`src/rtl/id_hazard_ctrl.sv`:
```
// ID-stage hazard control: branch-operand forwarding, load/branch interlocks and EX divider stall FSM.
// Optional macro ID_MEM_FWD_EN enables MEM->ID branch-operand forwarding; otherwise such cases stall.
module id_hazard_ctrl #(
    parameter int DIV_CYCLES = 32
) (
    input  logic       clk,
    input  logic       resetn,
    input  logic [4:0] id_rs_regf,
    input  logic [4:0] id_rt_regf,
    input  logic       id_use_rs,
    input  logic       id_use_rt,
    input  logic       id_is_branch,
    input  logic       ex_wr_en,
    input  logic       ex_is_load,
    input  logic [4:0] ex_wr_regf,
    input  logic       mem_wr_en,
    input  logic       mem_is_load,
    input  logic [4:0] mem_wr_regf,
    input  logic       ex_div_start,
    input  logic       exc_flush,
    output logic       forward_rs,
    output logic       forward_rt,
    output logic       stall_if,
    output logic       stall_id,
    output logic       stall_ex,
    output logic       flush_ex,
    output logic       div_busy,
    output logic       div_done
);

    typedef enum logic [1:0] {IDLE, BUSY, DONE} div_state_e;

    localparam logic [5:0] CNT_LOAD = 6'(DIV_CYCLES - 2);

    div_state_e state_q;
    logic [5:0] cnt_q;

    logic live_ex, live_mem;
    logic rs_ex_hit, rt_ex_hit, rs_mem_hit, rt_mem_hit;
    logic hazard_ex, hazard_mem, hazard;

    assign live_ex  = ex_wr_en  && (ex_wr_regf  != 5'd0);
    assign live_mem = mem_wr_en && (mem_wr_regf != 5'd0);

    assign rs_ex_hit  = id_use_rs && live_ex  && (ex_wr_regf  == id_rs_regf);
    assign rt_ex_hit  = id_use_rt && live_ex  && (ex_wr_regf  == id_rt_regf);
    assign rs_mem_hit = id_use_rs && live_mem && (mem_wr_regf == id_rs_regf);
    assign rt_mem_hit = id_use_rt && live_mem && (mem_wr_regf == id_rt_regf);

    // EX results are never forwardable to ID: loads always interlock, branches wait for EX to retire
    assign hazard_ex = (rs_ex_hit || rt_ex_hit) && (ex_is_load || id_is_branch);

`ifdef ID_MEM_FWD_EN
    assign forward_rs = rs_mem_hit && !mem_is_load;
    assign forward_rt = rt_mem_hit && !mem_is_load;
    assign hazard_mem = id_is_branch && (rs_mem_hit || rt_mem_hit) && mem_is_load;
`else
    logic unused_mem_is_load;
    assign unused_mem_is_load = mem_is_load;
    assign forward_rs = 1'b0;
    assign forward_rt = 1'b0;
    assign hazard_mem = id_is_branch && (rs_mem_hit || rt_mem_hit);
`endif

    assign hazard = hazard_ex || hazard_mem;

    // Counter holds remaining BUSY cycles minus one; start cycle itself counts as busy
    always_ff @(posedge clk or negedge resetn) begin
        if (!resetn) begin
            state_q <= IDLE;
            cnt_q   <= 6'd0;
        end else if (exc_flush) begin
            state_q <= IDLE;
            cnt_q   <= 6'd0;
        end else begin
            case (state_q)
                IDLE: begin
                    if (ex_div_start) begin
                        state_q <= BUSY;
                        cnt_q   <= CNT_LOAD;
                    end
                end
                BUSY: begin
                    if (cnt_q == 6'd0) begin
                        state_q <= DONE;
                    end else begin
                        cnt_q <= cnt_q - 6'd1;
                    end
                end
                DONE: begin
                    state_q <= IDLE;
                end
                default: begin
                    state_q <= IDLE;
                    cnt_q   <= 6'd0;
                end
            endcase
        end
    end

    assign div_busy = resetn && !exc_flush &&
                      ((state_q == BUSY) || ((state_q == IDLE) && ex_div_start));
    assign div_done = (state_q == DONE);

    // Gated by resetn so the stall/flush lines drop immediately on asynchronous reset
    always_comb begin
        stall_if = 1'b0;
        stall_id = 1'b0;
        stall_ex = 1'b0;
        flush_ex = 1'b0;
        if (!resetn) begin
            flush_ex = 1'b0;
        end else if (exc_flush) begin
            flush_ex = 1'b1;
        end else if (div_busy) begin
            stall_if = 1'b1;
            stall_id = 1'b1;
            stall_ex = 1'b1;
        end else if (hazard) begin
            stall_if = 1'b1;
            stall_id = 1'b1;
            flush_ex = 1'b1;
        end
    end

endmodule
```
`config.mk`:
```
export PLATFORM = sky130hd
export DESIGN_NAME = id_hazard_ctrl
export DESIGN_NICKNAME = d
export VERILOG_FILES = /design/src/rtl/id_hazard_ctrl.sv
export SDC_FILE = /design/constraint.sdc
export NUM_CORES = 1
export LEC_CHECK = 0
export ABC_CLOCK_PERIOD_IN_PS = 2750
export BUFFER_PORTS_ARGS = -buffer_cell sky130_fd_sc_hd__buf_2
export CAP_MARGIN = 20
export CORE_MARGIN = 5
export CORE_UTILIZATION = 49
export DETAILED_ROUTE_END_ITERATION = 16
export GPL_TIMING_DRIVEN = 0
export PLACE_DENSITY = 0.84
export SYNTH_ARGS = -nofsm -noshare
export SYNTH_HDL_FRONTEND = slang
export SYNTH_SLANG_ARGS = --single-unit
```
`constraint.sdc`:
```
create_clock -name clk -period 2.75 [get_ports clk]
set_input_delay 0.1375 -clock clk [delete_from_list [all_inputs] [get_ports clk]]
set_output_delay 0.1375 -clock clk [all_outputs]
set_load 0.005 [all_outputs]
```
==> reports/results.ini, run 1 <==
[synthesis]
synth_top_area_share = 0.246
synth_edf_count = 0
ys_top_cells_by_count = xnor2_1, nand2_1, dfrtp_1, nor3_1, inv_1
synth_most_common_cell = xnor2_1
yosysWarnings = 0
synth.avg_cell_area_sq_um = 7.97
syn_inst = 102
netlist_top_cells_area = dfrtp_1, xnor2_1, nand2_1
synth_seq_cells = 8
yosysTopAreaCell = dfrtp_1
syn_area_sq_um = 813
ys_async_sr_fraction = 1.00
ys_seq_area_frac = 0.246
synth_flop_cell = dfrtp_1
synthDistinctLibCells = 29

[pwr]
p_switching_mw = 0.140
internal-power_mw = 0.263
p_clk_frac = 0.221
p_sw_frac = 0.347
p_per_area_nw_per_um2 = 385
comb_power_share = 0.417
power_frac_seq = 0.362
ir_worst_vdd_mv = 0.420
leakagePower_nw = 0.488

[clock_network]
htree_levels = 1
post_cts_buffers = 0
path_clk_slew_ns = 0.05
clock-sinks = 8
clk_latency_ns = 0.25
clockBufferDepth = 2
cts_tree = yes
cts_buffers = 3
cts-root-buf = clkbuf_4

[placement]
place.gp.congestion = 0.784
portBuffers = 35
place_inst = 154
hpwl_um = 1810

[setup_path]
critPathCaptureType = register
arrival_ns = 2.15
crit_chain = inv_1 > ha_1 > or3b_2 > nand2b_1 > xnor2_1 > or3_1 > a21oi_1
crit_path_start_kind = register
path_max_fanout = 3
worst_ep_required_time_ns = 2.93
max_stage_delay_ns = 0.50
path_class = reg -> reg
rr_worst_depth = 7
cpMaxStageDelayCell = or3b_2

[route]
ant_nets = 0
routed_wl_um = 2120
wl_per_cell_um = 13.4
drt_iter0_drc = 22
route.vias.total = 852
vias_per_cell = 5.39
drc = 0
first_pass_iters = 5

[grt]
grt_overflow = 0
top_usage_layer = met2
grtUsageTotal = 0.170
grt_pass1_wl_um = 3410
grt_util_met1 = 0.196
grt_pass1_vias = 827
antenna_found_initial = 0
grt_max_degree = 13
grt_use_met2 = 0.316
use_met3 = 0.0533

[sta]
hold_viol = 0
worst_clock_skew_ns = 0.00366
setup_violations = 0
fmax_ghz = 0.509
rsz0062_at_grt = no
period_needed_ns = 1.96
drv_slew = 0
fin_setup_tns_ns = 0
period_share = 0.714

[outcome]
status = complete, no violations

[floorplan]
start_util = 0.528
die_h_um = 50.7
die_area_sq_um = 2570
die_width_um = 50.7
ios = 39
rows = 14
placeableCoreArea_sq_um = 1540

[cells_and_area]
fin_nets = 177
diodes = 0
instances_no_fill = 158
drive_gt1_frac = 0.324
area_growth_pct = 28.5

[job]
cap_violations = 0

[min_path]
hold_class = in -> reg
hold_path_depth = 2

## critical path, delay by kind of cell, from the launching register on
kind                       cells  cell delay (ns)
AOI/OAI and AO/OA              1             0.12
xor gates and xnor gates       1             0.12
adders and majority gates      1             0.15
buffers and inverters          1             0.11
DFF                            1             0.41
and+or+nand+nor                3             0.98
## flip-flops by register name, indices dropped and copies added (netlist names)
signal	flops
cnt_q	6
state_q	2
## what timing repair did
item | in CTS | in global routing
hold buffers | 1 | 0
gates resized for setup | 0 | 0
hold endpoints to repair | 8 | 0
## final cells by class
class | count | area (sq um)
buffer | 4 | 27.5
clock buffer | 3 | 22.5
fill | 134 | 497
inverter | 6 | 22.5
multi-input combinational | 85 | 567
sequential | 8 | 200
tap | 16 | 20.0
timing repair buffer | 36 | 185
## power by group through the flow
stage	registers (mW)	clock network, mW	logic (mW)
finish	0.146	0.0887	0.168
global route	0.148	0.102	0.185
CTS	0.145	0.0921	0.167
detailed placement	0.147	0	0.165
global placement	0.146	0	0.160
floorplan	0.143	0	0.109
## metal layers
layer,vias up,share of wire
met3,0,0.076
li1,435,-
met5,-,0
met2,25,0.52
met1,392,0.41
met4,0,0
## layout by cell type (no fill, tap or decap), drive strengths merged
master,n
a211oi,2
a21oi,3
a22oi,1
and2b,1
buf,39
clkbuf,3
conb,2
dfrtp,8
dlygate4sd3,1
ha,2
inv,6
nand2,12
nand2b,1
nand3,3
nand4,5
nor2,5
nor2b,1
nor3,8
o211a,1
o211ai,1
o21ai,6
o22ai,3
o311a,1
or3,3
or3b,1
or4b,1
xnor2,22
## final timing paths
path / startpoint / endpoint / slack (ns)
min in group asynchronous: resetn / state_q[1] / 0.27
max in group asynchronous: resetn / cnt_q[1] / 2.28
worst max-delay path: cnt_q[0] / cnt_q[0] / 0.79
worst max register to register: cnt_q[0] / cnt_q[0] / 0.79
worst min-delay path: exc_flush / cnt_q[0] / 0.11
worst min register to register: state_q[1] / state_q[0] / 0.56
## logic make-up after synthesis
| kind of cell | count (synthesis) | share of synthesized area |
|---|---|---|
| compound gates | 18 | 0.157 |
| xor+xnor | 22 | 0.237 |
| fa+ha+maj | 2 | 0.0308 |
| buf+inv | 10 | 0.0615 |
| flops | 8 | 0.246 |
| other cells | 1 | 0.00461 |
| simple gates | 41 | 0.263 |
## through the flow
step	setup slack, ns	util	hold slack, ns	power [mW]	area [sq um]
after floorplan	0.904	-	-0.158	0.252	817
after global placement	0.839	0.657	0.0107	0.306	1010
after detailed placement	0.793	0.657	0.0134	0.312	1010
after CTS	0.780	0.678	0.105	0.405	1040
after global routing	0.728	0.678	0.109	0.435	1040
final	0.786	0.678	0.108	0.402	1040
No activity file was read; power rests on OpenSTA's default activity.
==> inputs of run 2 (changes only) <==
ABC_CLOCK_PERIOD_IN_PS = 2000   (was 2750)
CORE_UTILIZATION = 45   (was 49)
PLACE_DENSITY = 0.78   (was 0.84)
clock period = 2 ns   (was 2.75 ns; I/O delays follow)
==> run 2 against run 1 <==
Effect of this change:
- first-iteration DRC count is 18% lower
- worst setup slack got worse by 0.62 ns
- worst hold slack worse by 0.038 ns
- combinational power up 39%
- sequential power is 37% higher
==> reports/results.ini, run 2 (synthesis results as in run 1) <==
[setup_path]
cpMaxStageDelayCell = dfrtp_1
critPathCaptureType = register
path_class = reg -> reg
worst_ep_required_time_ns = 2.19  ; -0.74 ns
crit_path_start_kind = register
crit_chain = inv_2 > ha_1 > or3b_4 > nand2b_1 > xnor2_1 > or3_1 > a21oi_1
max_stage_delay_ns = 0.41  ; -0.09 ns
arrival_ns = 2.03  ; -0.12 ns
path_max_fanout = 3  ; unchanged

[floorplan]
die_width_um = 52.5  ; +3.5%
rows = 15  ; +1
ios = 39  ; unchanged
die_area_sq_um = 2760  ; +7.1%
start_util = 0.471  ; -0.0566
placeableCoreArea_sq_um = 1730  ; +12%
die_h_um = 52.5  ; +3.5%

[sta]
rsz0062_at_grt = no
period_share = 0.919  ; +0.205
fin_setup_tns_ns = 0  ; unchanged
hold_viol = 0  ; unchanged
drv_slew = 0  ; unchanged
period_needed_ns = 1.84  ; -0.127 ns
worst_hold_slack_ns = 0.0704  ; -0.0381 ns
worst_clock_skew_ns = 0.00752  ; +0.00386 ns
setup_violations = 0  ; unchanged
fmax_ghz = 0.544  ; +6.9%

[cells_and_area]
drive_gt1_frac = 0.331  ; +0.00704
fin_nets = 177  ; unchanged
reg.largest.list = cnt_q x6, state_q x2
largest_reg_flops = 6  ; unchanged
final_cell_mix = buf_2, xnor2_1, nand2_1
fillers = 173  ; +29%
final_common_cell = buf_2
diodes = 0  ; unchanged
area_growth_pct = 30.2
top_register = cnt_q

[placement]
portBuffers = 35  ; unchanged
hpwl_um = 1750  ; -3.6%
place.gp.congestion = 0.885  ; +13%

[clock_network]
clock-sinks = 8  ; unchanged
cts-root-buf = clkbuf_4
htree_levels = 1  ; unchanged
cts_buffers = 3  ; unchanged
path_clk_slew_ns = 0.06  ; about the same
cts_tree = yes
clockBufferDepth = 2  ; unchanged
clk_latency_ns = 0.26  ; about the same

[route]
routed_wl_um = 2060  ; -2.6%
drt_iter0_drc = 18  ; -18%
route.vias.total = 856  ; +0.47%
first_pass_iters = 4  ; -1
wl_per_cell_um = 12.4  ; -7.8%
ant_nets = 0  ; unchanged
vias_per_cell = 5.13  ; -4.9%
drc = 0  ; unchanged

[grt]
grt_overflow = 0  ; unchanged
grt_max_degree = 13  ; unchanged
grt_pass1_vias = 801  ; -3.1%
grtUsageTotal = 0.165  ; -0.00568
grt_pass1_wl_um = 3420  ; +0.21%
antenna_found_initial = 0  ; unchanged

[outcome]
status = complete, no violations

[min_path]
hold_class = in -> reg

[pwr]
leakagePower_nw = 0.489  ; +0.20%
ir_worst_vdd_mv = 0.266  ; -37%
p_per_area_nw_per_um2 = 529  ; +37%

[job]
cap_violations = 0  ; unchanged

## run 2: cell counts in the layout (fill, tap and decap cells not counted)
Identical to the previous run, type by type.
## run 2: path summary, 6_finish.rpt
| path | from | endpoint | slack (ns) | depth (start not counted) |
|---|---|---|---|---|
| max in group asynchronous | resetn | cnt_q[3] | 1.57 | 2 |
| min in group asynchronous | resetn | cnt_q[0] | 0.23 | 2 |
| max | cnt_q[0] | cnt_q[0] | 0.16 | 7 |
| min | exc_flush | cnt_q[0] | 0.07 | 2 |
| min reg2reg | state_q[1] | state_q[0] | 0.56 | 1 |
| max reg2reg | cnt_q[0] | cnt_q[0] | 0.16 | 7 |
## run 2: stage by stage
| step | utilization | power (mW) | cell area (sq um) | cells | setup WS, ns |
|---|---|---|---|---|---|
| 2_1_floorplan | - | 0.346 | 817 | 103 | 0.154 |
| 3_3_place_gp | 0.593 | 0.422 | 1020 | 163 | 0.0736 |
| 3_5_place_dp | 0.593 | 0.430 | 1020 | 163 | 0.0411 |
| 4_1_cts | 0.612 | 0.561 | 1060 | 167 | 0.0226 |
| 5_1_grt | 0.613 | 0.602 | 1060 | 167 | 0.0558 |
| 6_report | 0.613 | 0.560 | 1060 | 167 | 0.163 |
## run 2: critical path, delay by kind of cell (launching register included)
family / cells / cell delay [ns]
compound gates: 1 / 0.13
xor+xnor: 1 / 0.11
fa+ha+maj: 1 / 0.15
buf+inv: 1 / 0.09
flops: 1 / 0.41
simple gates: 3 / 0.88
## run 2: area by class of cell
class | count | area, sq um | area share
multi-input combinational | 85 | 569 | 0.538
timing repair buffer | 36 | 185 | 0.175
tap | 25 | 31.3 | 0.0296
clock buffer | 3 | 22.5 | 0.0213
buffer | 4 | 27.5 | 0.0260
sequential | 8 | 200 | 0.189
inverter | 6 | 22.5 | 0.0213
## run 2: what timing repair did
item / in CTS / in global routing
setup buffers: 0 / 0
hold buffers: 1 / 0
setup endpoints to repair: 0 / 1
hold endpoints to repair: 8 / 0
resized for setup: 0 / 2
## run 2: per-layer routing
layer | GRT usage | vias up | wire length (um)
li1 | - | 433 | -
met1 | 0.194 | 387 | 876
met2 | 0.283 | 30 | 1020
met3 | 0.0513 | 6 | 136
met4 | 0.0468 | 0 | 26
met5 | 0 | - | 0
## run 2: report_power, final
| group | total, mW | leakage, nW | internal, mW | switching, mW |
|---|---|---|---|---|
| combinational | 0.233 | 0.372 | 0.116 | 0.117 |
| clock | 0.127 | 0.0138 | 0.0689 | 0.0579 |
| sequential | 0.200 | 0.103 | 0.180 | 0.0202 |
